**src/rtl/uart_tx_frame.sv**
```systemverilog
// uart_tx_frame: parametrised UART transmitter (start, DATA_BITS data LSB first,
// optional even/odd parity, 1 or 2 stop bits) with a ready/valid input.
// Optional feature macro UART_TX_HOLD_EN adds a one-word holding register so a
// second word can be queued while a frame is on the line.
//
// Handshake: a word transfers on a rising edge where i_Tx_DV && o_Tx_Ready;
// i_Tx_Byte is sampled on that same edge. i_Tx_DV while o_Tx_Ready=0 is dropped.
module uart_tx_frame #(
   parameter int CLKS_PER_BIT = 217,
   parameter int DATA_BITS    = 8,
   parameter int PARITY_MODE  = 0,
   parameter int STOP_BITS    = 1
) (
   input  logic                 i_Clock,
   input  logic                 i_Reset,
   input  logic                 i_Tx_DV,
   input  logic [DATA_BITS-1:0] i_Tx_Byte,
   output logic                 o_Tx_Ready,
   output logic                 o_Tx_Active,
   output logic                 o_Tx_Serial,
   output logic                 o_Tx_Done,
   output logic [2:0]           o_Dbg_State
);

   localparam int CNT_W = (CLKS_PER_BIT > 2) ? $clog2(CLKS_PER_BIT) : 1;
   localparam int IDX_W = (DATA_BITS > 2) ? $clog2(DATA_BITS) : 1;

   // Reject illegal parameter combinations at elaboration.
   if (CLKS_PER_BIT < 2 || DATA_BITS < 5 || DATA_BITS > 9 ||
       PARITY_MODE < 0 || PARITY_MODE > 2 || STOP_BITS < 1 || STOP_BITS > 2) begin : g_bad_params
      $error("uart_tx_frame: illegal parameter value");
   end

   typedef enum logic [2:0] {
      S_IDLE   = 3'd0,
      S_START  = 3'd1,
      S_DATA   = 3'd2,
      S_PARITY = 3'd3,
      S_STOP   = 3'd4
   } tx_state_t;

   tx_state_t            state_q, state_d;
   logic [CNT_W-1:0]     clk_cnt_q, clk_cnt_d;
   logic [IDX_W-1:0]     bit_idx_q, bit_idx_d;
   logic [DATA_BITS-1:0] shift_q, shift_d;
   logic                 parity_q, parity_d;
   logic                 serial_q, serial_d;
   logic                 done_q, done_d;

   logic                 clk_tc;
   logic                 last_data;
   logic                 last_stop;
   logic                 frame_end;
   logic                 ready;
   logic                 accept;
   logic                 start_frame;
   logic [DATA_BITS-1:0] new_word;

   // Bit-slot bookkeeping shared by every state.
   always_comb begin
      clk_tc    = (clk_cnt_q == CNT_W'(CLKS_PER_BIT - 1));
      last_data = (bit_idx_q == IDX_W'(DATA_BITS - 1));
      last_stop = (bit_idx_q == IDX_W'(STOP_BITS - 1));
      frame_end = (state_q == S_STOP) && clk_tc && last_stop;
   end

`ifdef UART_TX_HOLD_EN
   logic [DATA_BITS-1:0] hold_q;
   logic                 hold_full_q;
   logic                 start_direct;
   logic                 load_hold;
   logic                 take_hold;

   // Ready tracks the holding register; a new word goes straight to the line
   // when nothing is in flight (or the frame ends this edge), else it is held.
   always_comb begin
      ready        = ~hold_full_q;
      accept       = i_Tx_DV && ready;
      start_direct = accept && ((state_q == S_IDLE) || frame_end);
      load_hold    = accept && ~start_direct;
      take_hold    = frame_end && hold_full_q;
      start_frame  = start_direct || take_hold;
      new_word     = take_hold ? hold_q : i_Tx_Byte;
   end

   // Holding register: filled by a mid-frame accept, drained at frame end.
   always_ff @(posedge i_Clock) begin
      if (i_Reset) begin
         hold_q      <= '0;
         hold_full_q <= 1'b0;
      end else if (load_hold) begin
         hold_q      <= i_Tx_Byte;
         hold_full_q <= 1'b1;
      end else if (take_hold) begin
         hold_full_q <= 1'b0;
      end
   end
`else
   // Without a holding register the block only takes a word while idle.
   always_comb begin
      ready       = (state_q == S_IDLE);
      accept      = i_Tx_DV && ready;
      start_frame = accept;
      new_word    = i_Tx_Byte;
   end
`endif

   // Next-state, counters and next line value; the line is registered so it
   // changes only on clock edges.
   always_comb begin
      state_d   = state_q;
      clk_cnt_d = clk_cnt_q;
      bit_idx_d = bit_idx_q;
      shift_d   = shift_q;
      parity_d  = parity_q;
      serial_d  = serial_q;
      done_d    = 1'b0;

      case (state_q)
         S_IDLE: begin
            serial_d  = 1'b1;
            clk_cnt_d = '0;
            bit_idx_d = '0;
         end
         S_START: begin
            if (clk_tc) begin
               state_d   = S_DATA;
               clk_cnt_d = '0;
               bit_idx_d = '0;
               serial_d  = shift_q[0];
            end else begin
               clk_cnt_d = clk_cnt_q + CNT_W'(1);
            end
         end
         S_DATA: begin
            if (clk_tc) begin
               clk_cnt_d = '0;
               if (last_data) begin
                  bit_idx_d = '0;
                  if (PARITY_MODE != 0) begin
                     state_d  = S_PARITY;
                     serial_d = parity_q;
                  end else begin
                     state_d  = S_STOP;
                     serial_d = 1'b1;
                  end
               end else begin
                  bit_idx_d = bit_idx_q + IDX_W'(1);
                  shift_d   = {1'b0, shift_q[DATA_BITS-1:1]};
                  serial_d  = shift_q[1];
               end
            end else begin
               clk_cnt_d = clk_cnt_q + CNT_W'(1);
            end
         end
         S_PARITY: begin
            if (clk_tc) begin
               state_d   = S_STOP;
               clk_cnt_d = '0;
               bit_idx_d = '0;
               serial_d  = 1'b1;
            end else begin
               clk_cnt_d = clk_cnt_q + CNT_W'(1);
            end
         end
         S_STOP: begin
            serial_d = 1'b1;
            if (clk_tc) begin
               clk_cnt_d = '0;
               if (last_stop) begin
                  state_d   = S_IDLE;
                  bit_idx_d = '0;
                  done_d    = 1'b1;
               end else begin
                  bit_idx_d = bit_idx_q + IDX_W'(1);
               end
            end else begin
               clk_cnt_d = clk_cnt_q + CNT_W'(1);
            end
         end
         default: begin
            state_d   = S_IDLE;
            clk_cnt_d = '0;
            bit_idx_d = '0;
            serial_d  = 1'b1;
         end
      endcase

      // A new word overrides the idle/return path and begins its start bit.
      if (start_frame) begin
         state_d   = S_START;
         clk_cnt_d = '0;
         bit_idx_d = '0;
         shift_d   = new_word;
         parity_d  = (PARITY_MODE == 2) ? ~(^new_word) : (^new_word);
         serial_d  = 1'b0;
      end
   end

   // State and datapath registers with synchronous reset.
   always_ff @(posedge i_Clock) begin
      if (i_Reset) begin
         state_q   <= S_IDLE;
         clk_cnt_q <= '0;
         bit_idx_q <= '0;
         shift_q   <= '0;
         parity_q  <= 1'b0;
         serial_q  <= 1'b1;
         done_q    <= 1'b0;
      end else begin
         state_q   <= state_d;
         clk_cnt_q <= clk_cnt_d;
         bit_idx_q <= bit_idx_d;
         shift_q   <= shift_d;
         parity_q  <= parity_d;
         serial_q  <= serial_d;
         done_q    <= done_d;
      end
   end

   // Output mapping.
   always_comb begin
      o_Tx_Ready  = ready;
      o_Tx_Active = (state_q != S_IDLE);
      o_Tx_Serial = serial_q;
      o_Tx_Done   = done_q;
      o_Dbg_State = state_q;
   end

endmodule
```
**config.mk**
```make
export PLATFORM = sky130hd
export DESIGN_NAME = uart_tx_frame
export DESIGN_NICKNAME = d
export VERILOG_FILES = /design/src/rtl/uart_tx_frame.sv
export SDC_FILE = /design/constraint.sdc
export NUM_CORES = 1
export LEC_CHECK = 0
export BUFFER_PORTS_ARGS = -buffer_cell sky130_fd_sc_hd__clkbuf_2
export CAP_MARGIN = 40
export CORE_MARGIN = 1
export CORE_UTILIZATION = 50
export CTS_BUF_LIST = sky130_fd_sc_hd__clkbuf_16
export DETAILED_ROUTE_END_ITERATION = 10
export HOLD_SLACK_MARGIN = 0.06
export PLACE_DENSITY_LB_ADDON = 0.3
export REMOVE_ABC_BUFFERS = 1
export SLEW_MARGIN = 20
export SYNTH_ARGS = -nofsm -noshare
export SYNTH_HDL_FRONTEND = slang
export SYNTH_SLANG_ARGS = --single-unit
```
**constraint.sdc**
```tcl
create_clock -name i_Clock -period 1.85 [get_ports i_Clock]
set_input_delay 0.555 -clock i_Clock [delete_from_list [all_inputs] [get_ports i_Clock]]
set_output_delay 0.555 -clock i_Clock [all_outputs]
set_load 0.005 [all_outputs]
```
Yosys cells after proc, flatten, opt, wreduce, memory -nomap -nowiden --
Cells that the tools add are included.
Operators by class: add/sub/neg operators 2, equality and inequality tests 21, multiplexer cells 25, bitwise gates (word level) 4, reduce and logical (&&, ||, !) cells 16
Operator list (number):
- 3-bit 2-to-1 mux | 11
- 8-bit 2-to-1 mux | 4
- 3-bit != test, second input constant | 6
- 3-bit one-hot mux with 5 select lines | 1
- 7-bit AND reduction | 2
- 2-bit != test, second input constant | 6
- 3-bit one-hot mux with 3 select lines | 1
- 3-bit AND reduction | 3
- 8-bit by 1-bit adder with 8-bit output, second input constant | 1
- 8-bit == test, second input constant | 1
- 4-bit OR reduction | 2
- 1-bit 2-to-1 mux | 7
- 3-bit by 2-bit == test with 1-bit output, second input constant | 2
- 3-bit == test, second input constant | 2
- 3-bit zero test | 2
- 2-bit by 1-bit != test with 1-bit output, second input constant | 3
- 1-bit NOT | 4
- 2-bit nonzero test | 2
- 2-bit OR reduction | 2
- 3-bit by 1-bit adder with 3-bit output, second input constant | 1
- 3-bit by 1-bit == test with 1-bit output, second input constant | 1
- 1-bit one-hot mux with 3 select lines | 1
- 3-bit nonzero test | 1
- 3-bit OR reduction | 1
- 1-bit logical AND | 1
Storage, ports and cells: register bits after elaboration 24, bits of input ports 11, output and inout bits 7, word-level logic and storage cells 75

Depth between registers and ports, before layout --
Gate-level depths: netlist of run 1.
depth in word-level cells 5, gate-level depth with buffers 7, gate-level depth less buffers 6

Worst setup path after synthesis of run 1 --
OpenSTA, ideal clock, no wires.
kind register to register, start reg bit_idx_q[0], end reg shift_q[4], library setup time 0.088 ns, arrival 1.874 ns, required time 1.762 ns, path slack -0.112 ns, stages on the path, launching flop included 8, clock period less this slack 1.962 ns, cells stage by stage dfxtp_1 ha_1 ha_1 or4b_4 o31ai_4 buf_6 nor2_1 a311oi_2
On the way: longest elaborated chain between the ends 3
Ends and longest elaborated chain:
- from (decl) | line 44 | logic [IDX_W-1:0] bit_idx_q, bit_idx_d;
- from (signal assigned) | line 213 | bit_idx_q <= bit_idx_d;
- 3-bit == test | line 62 | last_data = (bit_idx_q == IDX_W'(DATA_BITS - 1));
- 2-bit by 1-bit != test with 1-bit output (no line)
- 3-bit AND reduction (no line)
- to (signal assigned) | line 214 | shift_q <= shift_d;
- to (decl) | line 45 | logic [DATA_BITS-1:0] shift_q, shift_d;
Every way passes these cells. A chain may end at the register's enable or synchronous reset.

Worst setup path in the final report of run 1 --
start reg bit_idx_q[0], end reg shift_q[6]
The elaborated chain is that of the path after synthesis.

==> flow_metrics.env, run 1 <==
export IMPL_outcome="complete, but fails checks"
export IMPL_violations="negative setup slack"
export IMPL_yosys_cell_types_count=36
export IMPL_utilization_pct=73.0
export IMPL_cts_root_buf="clkbuf_16"
export IMPL_rsz0062_at_grt="true"
export IMPL_startpoint_type="flip-flop"
export IMPL_htreeDepth=1
export IMPL_synth_seq_cells=24
export IMPL_initial_utilization_pct=54.4
export IMPL_power_leakage_nw=0.665
export IMPL_grt_total_usage_pct=26.8
export IMPL_antenna_left=0
export IMPL_setup_violations=8
export IMPL_worst_pin_slew_ns=0.306
export IMPL_cts_tree="built"
export IMPL_ir_worst_vdd_v=0.000766
export IMPL_place_gp_congestion=0.908
export IMPL_endpoint_kind="flip-flop"
export IMPL_report_final_slew_viol_count=0
export IMPL_die_area_mm2=0.00268
export IMPL_worst_slack_ns=-0.167
export IMPL_viasPerCell=5.79
export IMPL_synthCells=147
export IMPL_powerDensity_mw_per_mm2=794
export IMPL_slew_limit_headroom_pct=79.5
export IMPL_die_w_um=51.8
export IMPL_crit_fanout=8
export IMPL_critPathArrivalTime_ns=2.15
export IMPL_antenna_cells=0
export IMPL_syn_area_mm2=0.00124
export IMPL_routed_wl_um=3320
export IMPL_antenna_found_initial=0
export IMPL_grt_pass1_vias=1167
export IMPL_cts_buffers=3
export IMPL_fin_crit_ns=2.02
export IMPL_finalCritPeriodShare_pct=109
export IMPL_hold_path_class="reg2reg"
export IMPL_dp_hpwl_um=2120
export IMPL_finalNetCount=200
export IMPL_area_growth_pct=34.0
export IMPL_grt_pass1_wl_um=5260
export IMPL_std_cell_rows=17
export IMPL_worstPathRequired_ns=1.99
export IMPL_avgSynthCellArea_um2=8.43
export IMPL_synth_top_area_share_pct=38.8
export IMPL_drt_iter0_drc=38
export IMPL_ys_top_cells_by_area="dfxtp_1 (39%), nor2_1 (7.3%), nand2_1 (5.8%)"
export IMPL_routedWlPerCell_um=15.7
export IMPL_drv_cap=0
export IMPL_yosys_warnings=0
export IMPL_drive_gt1_share_pct=31.7
export IMPL_hold_violations=0
export IMPL_fin_skew_ns=0.00386
export IMPL_pre_cts_slack_ns=-0.196
export IMPL_drc=0
export IMPL_fmax_mhz=496
export IMPL_drtPass1Iterations=4
export IMPL_die_h_um=51.8
export IMPL_vias=1222
export IMPL_io_pin_count=18
export IMPL_yosys_area_top_type="dfxtp_1"
export IMPL_numPortBuffers=17
export IMPL_grt_max_degree=15
export IMPL_crit_type="reg2reg"
export IMPL_numClockSinks=24
export IMPL_clockBufferDepth=2
export IMPL_clock_latency_ns=0.26
export IMPL_gr_total_overflow=0
export IMPL_synth_seq_area_share_pct=38.8
export IMPL_path_clk_slew_ns=0.07
export IMPL_core_region_area_mm2=0.00228
stage by stage:
stage               cells  instance area (um^2)  TNS, ns  hold slack (ns)  total power, mW
floorplan             138                  1180    -1.20            0.430            0.624
finish                211                  1660    -1.04            0.470             1.32
global placement      200                  1450   -0.419            0.442            0.682
detailed placement    200                  1450    -1.24            0.457            0.688
global route          211                  1660    -1.22            0.499             1.36
CTS                   209                  1630    -1.20            0.471             1.31
cell type report:
type                    instances  area [um^2]
multi-input cells             107          714
fillers                       169          616
flip-flops and latches         24          483
repair buffers                 41          297
clock buffers                   3         75.1
well taps                      28         35.0
clock inverters                 1         30.0
inverters                       7         26.3
logic make-up after synthesis:
logic type / Yosys count / share of synthesized area [%]
fa+ha+maj: 5 / 5.05
xor+xnor: 6 / 4.24
compound gates: 25 / 17.7
buf+inv: 16 / 6.46
flops: 24 / 38.8
mux: 1 / 0.808
simple gates: 70 / 27.0
cell usage in the layout (no fill, tap or decap), drive strengths merged, types with 2 or more instances in the layout:
cell type	n
or4b	2
nand2	19
xnor2	3
a311oi	7
buf	24
clkbuf	20
nand2b	5
and3	2
or2	2
nor2	24
ha	5
o2111ai	2
inv	7
or3	2
o21ai	3
nor3	2
a21oi	5
xor2	3
nand3	8
dfxtp	24
repair_timing:
item	CTS	global route
gates resized for setup	11	4
buffers inserted	5	2
hold buffers	0	0
gates cloned	0	0
setup endpoints to repair	8	9
pin swaps	7	5
critical path: stages (launching register included):
cell and delay [ns]:
dfxtp_2 0.34, ha_4 0.16, ha_4 0.15, or4b_4 0.51, o31ai_4 0.26, buf_12 0.16
buf_8 0.12, buf_4 0.11, a311oi_2 0.08
worst paths after layout:
| path | start | end | slack, ns | cells after the start |
|---|---|---|---|---|
| setup / recovery | bit_idx_q[0]$_SDFFE_PP0P_ | shift_q[6]$_SDFFE_PP0P_ | -0.17 | 8 |
| hold / removal | clk_cnt_q[0]$_SDFF_PP0_ | clk_cnt_q[0]$_SDFF_PP0_ | 0.47 | 1 |
| setup reg to reg | bit_idx_q[0]$_SDFFE_PP0P_ | shift_q[6]$_SDFFE_PP0P_ | -0.17 | 8 |
| hold reg to reg | clk_cnt_q[0]$_SDFF_PP0_ | clk_cnt_q[0]$_SDFF_PP0_ | 0.47 | 1 |
power by group:
group          switching, mW  leakage, nW  internal, mW
Clock                  0.191       0.0511         0.430
Sequential            0.0124        0.197         0.536
Combinational         0.0763        0.417        0.0732
Total                  0.280        0.665          1.04
cells in the mapped netlist:
cell / count
a311oi_2: 3
nor3_1: 2
and3_1: 2
a22oi_1: 1
and2_1: 1
ha_1: 5
nand2_1: 19
a211oi_1: 1
buf_2: 4
xor2_1: 3
o21bai_1: 1
nand4_1: 1
o21ai_0: 3
or4b_4: 1
nand3_1: 8
o2111ai_1: 2
o2bb2ai_1: 1
a221oi_1: 1
nor2_1: 24
dfxtp_1: 24
nand2b_1: 5
xnor2_1: 3
a221o_1: 1
a21oi_1: 5
a311o_1: 1
mux2i_1: 1
o31ai_4: 1
nor2b_1: 1
inv_1: 7
nand4bb_1: 1
or2_2: 2
or3_1: 2
a311oi_1: 4
or4b_1: 1
buf_6: 2
clkbuf_1: 3
sequential cells by signal (all words and copies together) (netlist names):
register and cells:
bit_idx_q 3, clk_cnt_q 8, o_Dbg_State 3, o_Tx_Done 1, o_Tx_Serial 1, shift_q 8
per-layer routing:
metal / share of wire, % / up-vias / wire (um) / global-route usage (%)
met5: 0 / - / 0 / 0
met4: 1.4 / 0 / 48 / 9.46
met3: 4.1 / 6 / 136 / 4.68
met2: 53 / 52 / 1760 / 48.5
met1: 41 / 587 / 1370 / 31.4
li1: - / 577 / - / -
Power figures use the tool's default switching activity.
==> run 2: changes to the inputs <==
==> constraint.sdc (replaced) <==
create_clock -name i_Clock -period 2.5 [get_ports i_Clock]
set_input_delay 0.5 -clock i_Clock [delete_from_list [all_inputs] [get_ports i_Clock]]
set_output_delay 0.5 -clock i_Clock [all_outputs]
set_load 0.005 [all_outputs]
==> run 2 against run 1 <==
Effect of this change: the run now ends clean; first-iteration DRC count decreased by 71%; combinational power down 48%; non-clock buffer count down 23; sequential share of layout area up 5.5 points; power decreased by 38%; worst hold slack lost 0.012 ns; fmax decreased by 12%; clock power decreased by 46%; die area did not move; final area decreased by 16%; global-route usage is 6.0 points lower; largest cell class unchanged.
==> flow_metrics.env, run 2 (same netlist as run 1, synthesis figures left out) <==
export IMPL_drc=0
export IMPL_finalNetCount=177
export IMPL_std_cell_rows=17
export IMPL_cts_resized=0
export IMPL_finalCritPeriodShare_pct=91.8
export IMPL_worst_pin_slew_ns=0.601
export IMPL_die_h_um=51.8
export IMPL_viasPerCell=5.60
export IMPL_grt_max_degree=15
export IMPL_routedWlPerCell_um=12.7
export IMPL_post_cts_setup_buffers=0
export IMPL_cpPeakStageDelay_ns=0.53
export IMPL_die_w_um=51.8
export IMPL_finalSetupTns_ns=0
export IMPL_drt_iter0_drc=11
export IMPL_antenna_found_initial=0
export IMPL_area_growth_pct=12.0
export IMPL_place_gp_congestion=0.814
export IMPL_io_pin_count=18
export IMPL_vias=1047
export IMPL_drive_gt1_share_pct=17.6
export IMPL_fin_total_pwr_mw=0.822
export IMPL_worst_path_buf_inv=0
export IMPL_initial_utilization_pct=54.4
export IMPL_hold_violations=0
export IMPL_clock_latency_ns=0.25
export IMPL_fin_crit_ns=2.30
export IMPL_grt_total_usage_pct=20.8
export IMPL_slew_limit_headroom_pct=60.0
export IMPL_n_fill_cell=186
export IMPL_reg_top3="clk_cnt_q x8, shift_q x8"
export IMPL_die_area_mm2=0.00268
export IMPL_fin_skew_ns=0.00321
export IMPL_core_region_area_mm2=0.00228
export IMPL_grt_pass1_wl_um=4210
export IMPL_clockBufferDepth=2
export IMPL_routed_wl_um=2370
export IMPL_cts_root_buf="clkbuf_16"
export IMPL_cts_tree="built"
export IMPL_gr_total_overflow=0
export IMPL_antenna_left=0
export IMPL_cpMaxStageDelayCell="or4b_4"
export IMPL_endpoint_kind="flip-flop"
export IMPL_worst_slack_ns=0.204
export IMPL_multi_input_area_um2=678
export IMPL_cp_top_family="compound AO/OA/AOI/OAI gates"
export IMPL_drtPass1Iterations=4
export IMPL_rsz0062_at_grt="false"
export IMPL_powerDensity_mw_per_mm2=592
export IMPL_path_clk_slew_ns=0.06
export IMPL_setup_violations=0
export IMPL_antenna_cells=0
export IMPL_numPortBuffers=17
export IMPL_fmax_mhz=436
export IMPL_cts_hold_buf=0
export IMPL_drv_cap=0
export IMPL_hold_path_class="reg2reg"
export IMPL_worstPathRequired_ns=2.66
export IMPL_numClockSinks=24
export IMPL_register_area_um2=480
export IMPL_grt_pass1_vias=1015
export IMPL_ir_worst_vdd_v=0.000628
export IMPL_htreeDepth=1
export IMPL_critPathArrivalTime_ns=2.46
export IMPL_crit_fanout=14
export IMPL_crit_type="reg2reg"
export IMPL_final_cell_mix="nor2_1 (24), dfxtp_1 (24), nand2_1 (19)"
export IMPL_cts_buffers=3
export IMPL_outcome="finished clean"
export IMPL_report_final_slew_viol_count=0
export IMPL_cp_cell_sequence="ha_1, ha_1, or4b_4, o31ai_4, nor2_1, a311oi_2"
export IMPL_pre_cts_slack_ns=0.218
export IMPL_cpMostUsedCell="ha_1"
export IMPL_power_leakage_nw=0.530
export IMPL_dp_hpwl_um=1750
export IMPL_startpoint_type="flip-flop"
-- run 2: changes by cell type in the layout (fill, tap and decap cells not counted), sizes merged --
cell | before | now
buf | 24 | 1
bufinv | 1 | 0
-- run 2: cell type report --
| class | instances | share of cell area [%] |
|---|---|---|
| repair buffers | 18 | 6.67 |
| well taps | 28 | 2.52 |
| multi-input cells | 107 | 48.9 |
| inverters | 7 | 1.89 |
| clock buffers | 3 | 5.41 |
| flip-flops and latches | 24 | 34.6 |
-- run 2: final timing paths --
| path | startpoint | to | slack [ns] | cells past startpoint |
|---|---|---|---|---|
| hold reg to reg | clk_cnt_q[0]$_SDFF_PP0_ | clk_cnt_q[0]$_SDFF_PP0_ | 0.46 | 1 |
| setup / recovery | bit_idx_q[0]$_SDFFE_PP0P_ | shift_q[4]$_SDFFE_PP0P_ | 0.20 | 6 |
| setup reg to reg | bit_idx_q[0]$_SDFFE_PP0P_ | shift_q[4]$_SDFFE_PP0P_ | 0.20 | 6 |
| hold / removal | clk_cnt_q[0]$_SDFF_PP0_ | clk_cnt_q[0]$_SDFF_PP0_ | 0.46 | 1 |
-- run 2: power by group --
part	internal [mW]	total, mW	switching [mW]	leakage (nW)
Combinational	0.0325	0.0779	0.0453	0.297
Sequential	0.397	0.406	0.00959	0.196
Clock	0.211	0.338	0.126	0.0370
Total	0.641	0.822	0.181	0.530
-- run 2: worst register-to-register path, delay by kind of cell, from the launching register on --
family                     cells  cell delay [ns]
and+or+nand+nor                2             0.67
DFF                            1             0.32
AOI/OAI and AO/OA              2             0.80
adders and majority gates      2             0.41
-- run 2: per-stage QoR --
step / std cells / utilization [%] / hold slack (ns) / instance area [um^2]
detailed placement: 184 / 57.7 / 0.453 / 1310
CTS: 187 / 61.0 / 0.466 / 1390
finish: 187 / 61.0 / 0.458 / 1390
floorplan: 138 / - / 0.430 / 1180
global route: 187 / 61.0 / 0.488 / 1390
global placement: 184 / 57.7 / 0.445 / 1310
-- run 2: per-layer routing --
metal  track usage, %  share of wire (%)
met1             23.1                 46
met2             39.4                 51
met3             4.39                2.4
met4             5.41               0.72
met5                0                  0
==> run 3: changes to the inputs <==
--- a/config.mk
+++ b/config.mk
@@ -8,7 +8,7 @@
 export BUFFER_PORTS_ARGS = -buffer_cell sky130_fd_sc_hd__clkbuf_2
 export CAP_MARGIN = 40
 export CORE_MARGIN = 1
-export CORE_UTILIZATION = 50
+export CORE_UTILIZATION = 59
 export CTS_BUF_LIST = sky130_fd_sc_hd__clkbuf_16
 export DETAILED_ROUTE_END_ITERATION = 10
 export HOLD_SLACK_MARGIN = 0.06
==> run 3 against run 2 <==
Effect of this change: clock skew down 0.0016 ns; clock power up 2%; worst hold slack better by 0.0015 ns; sequential power about the same; worst setup slack better by 0.046 ns; fmax up 2.1%; wire length up 4.2%; largest power group unchanged; highest routed layer unchanged.
==> flow_metrics.env, run 3 (same netlist as run 1, synthesis figures left out) <==
export IMPL_outcome="finished clean"
export IMPL_report_final_slew_viol_count=0
export IMPL_cts_buffers=3
export IMPL_die_w_um=47.8
export IMPL_cts_root_buf="clkbuf_16"
export IMPL_min_path_cells=3
export IMPL_io_pin_count=18
export IMPL_cts_tree="built"
export IMPL_startpoint_type="flip-flop"
export IMPL_numClockSinks=24
export IMPL_core_region_area_mm2=0.00196
export IMPL_cts_resized=0
export IMPL_whs_endpoint="shift_q[7]$_SDFFE_PP0P_"
export IMPL_std_cell_rows=16
export IMPL_power_leakage_nw=0.531
export IMPL_endpoint_kind="flip-flop"
export IMPL_numPortBuffers=17
export IMPL_r2r_end="shift_q[5]$_SDFFE_PP0P_"
export IMPL_dp_hpwl_um=1710
export IMPL_initial_utilization_pct=63.1
export IMPL_area_growth_pct=12.2
export IMPL_viasPerCell=5.63
export IMPL_grt_pass1_wl_um=3650
export IMPL_fmax_mhz=445
export IMPL_post_cts_setup_buffers=0
export IMPL_r2r_cells=6
export IMPL_min_from="i_Tx_Byte[7]"
export IMPL_fin_skew_ns=0.00161
export IMPL_drc=0
export IMPL_grt_pass1_vias=911
export IMPL_drv_cap=0
export IMPL_die_h_um=47.8
export IMPL_antenna_left=0
export IMPL_cpMaxStageDelayCell="or4b_4"
export IMPL_regToRegSetupSlack_ns=0.25
export IMPL_crit_fanout=14
export IMPL_finalNetCount=177
export IMPL_hold_path_class="in2reg"
export IMPL_worstPathRequired_ns=2.67
export IMPL_antenna_found_initial=0
export IMPL_path_clk_slew_ns=0.06
export IMPL_routed_wl_um=2470
export IMPL_routedWlPerCell_um=13.2
export IMPL_powerDensity_mw_per_mm2=596
export IMPL_gr_total_overflow=0
export IMPL_n_fill_cell=173
export IMPL_antenna_cells=0
export IMPL_setup_violations=0
export IMPL_cpMostUsedCell="ha_1"
export IMPL_fin_crit_ns=2.25
export IMPL_htreeDepth=1
export IMPL_rsz0062_at_grt="false"
export IMPL_reg_top3="clk_cnt_q x8, shift_q x8"
export IMPL_final_cell_mix="nor2_1 (24), dfxtp_1 (24), nand2_1 (19)"
export IMPL_hold_violations=0
export IMPL_fin_total_pwr_mw=0.829
export IMPL_finalSetupTns_ns=0
export IMPL_cpPeakStageDelay_ns=0.53
export IMPL_worst_pin_slew_ns=0.609
export IMPL_vias=1052
export IMPL_critPathArrivalTime_ns=2.42
export IMPL_grt_total_usage_pct=23.4
export IMPL_cp_cell_sequence="ha_1, ha_1, or4b_4, o31ai_4, nor2_1, a311oi_2"
export IMPL_ir_worst_vdd_v=0.000588
export IMPL_drt_iter0_drc=27
export IMPL_finalCritPeriodShare_pct=90.0
export IMPL_place_gp_congestion=0.757
export IMPL_utilization_pct=70.9
export IMPL_cts_hold_buf=0
export IMPL_die_area_mm2=0.00229
export IMPL_r2r_start="bit_idx_q[1]$_SDFFE_PP0P_"
export IMPL_slew_limit_headroom_pct=59.4
export IMPL_clockBufferDepth=2
export IMPL_grt_max_degree=15
export IMPL_register_area_um2=480
export IMPL_crit_type="reg2reg"
export IMPL_clock_latency_ns=0.26
export IMPL_drtPass1Iterations=5
export IMPL_drive_gt1_share_pct=17.5
export IMPL_multi_input_area_um2=678
## run 3: changes by cell type in the layout (fill, tap and decap cells not counted)
cell      before  now
clkinv_1       0    1
## run 3: per-stage QoR
stage          area (um^2)  std cells  hold slack (ns)  worst slack, ns
2_1_floorplan         1180        138            0.430            0.464
3_3_place_gp          1310        183            0.448            0.384
3_5_place_dp          1310        183            0.457            0.258
4_1_cts               1390        187            0.460            0.259
5_1_grt               1390        187            0.477            0.148
6_report              1390        187            0.460            0.251
## run 3: worst max-delay path by stage
| stage | end | start |
|---|---|---|
| floorplan | shift_q[4]$_SDFFE_PP0P_ | bit_idx_q[0]$_SDFFE_PP0P_ |
| global placement | shift_q[4]$_SDFFE_PP0P_ | bit_idx_q[0]$_SDFFE_PP0P_ |
| detailed placement | shift_q[5]$_SDFFE_PP0P_ | bit_idx_q[0]$_SDFFE_PP0P_ |
| CTS | shift_q[5]$_SDFFE_PP0P_ | bit_idx_q[0]$_SDFFE_PP0P_ |
| global route | shift_q[0]$_SDFFE_PP0P_ | bit_idx_q[0]$_SDFFE_PP0P_ |
| finish | shift_q[5]$_SDFFE_PP0P_ | bit_idx_q[1]$_SDFFE_PP0P_ |
## run 3: power by group
part           switching (mW)  internal (mW)
combinational          0.0448         0.0325
clock                   0.132          0.214
sequential            0.00960          0.397
## run 3: final cells by class
cell class | count | area share, %
well taps | 27 | 2.43
clock buffers | 3 | 5.40
multi-input cells | 107 | 48.8
flip-flops and latches | 24 | 34.6
inverters | 7 | 1.89
repair buffers | 18 | 6.66
clock inverters | 1 | 0.270
## run 3: worst max-delay path: cells and delay by family, from the launching register on
kind            cells  cell delay [ns]
fa+ha+maj           2             0.40
compound gates      2             0.79
flops               1             0.33
simple gates        2             0.63
## run 3: per-layer routing
layer  share of wire [%]  GRT usage, %  routed length, um  up-vias
li1                    -             -                  -      534
met1                  44          28.1               1090      484
met2                  50          38.6               1230       27
met3                 4.3          5.66                106        7
met4                 1.7          11.7                 42        0
met5                   0             0                  0        -
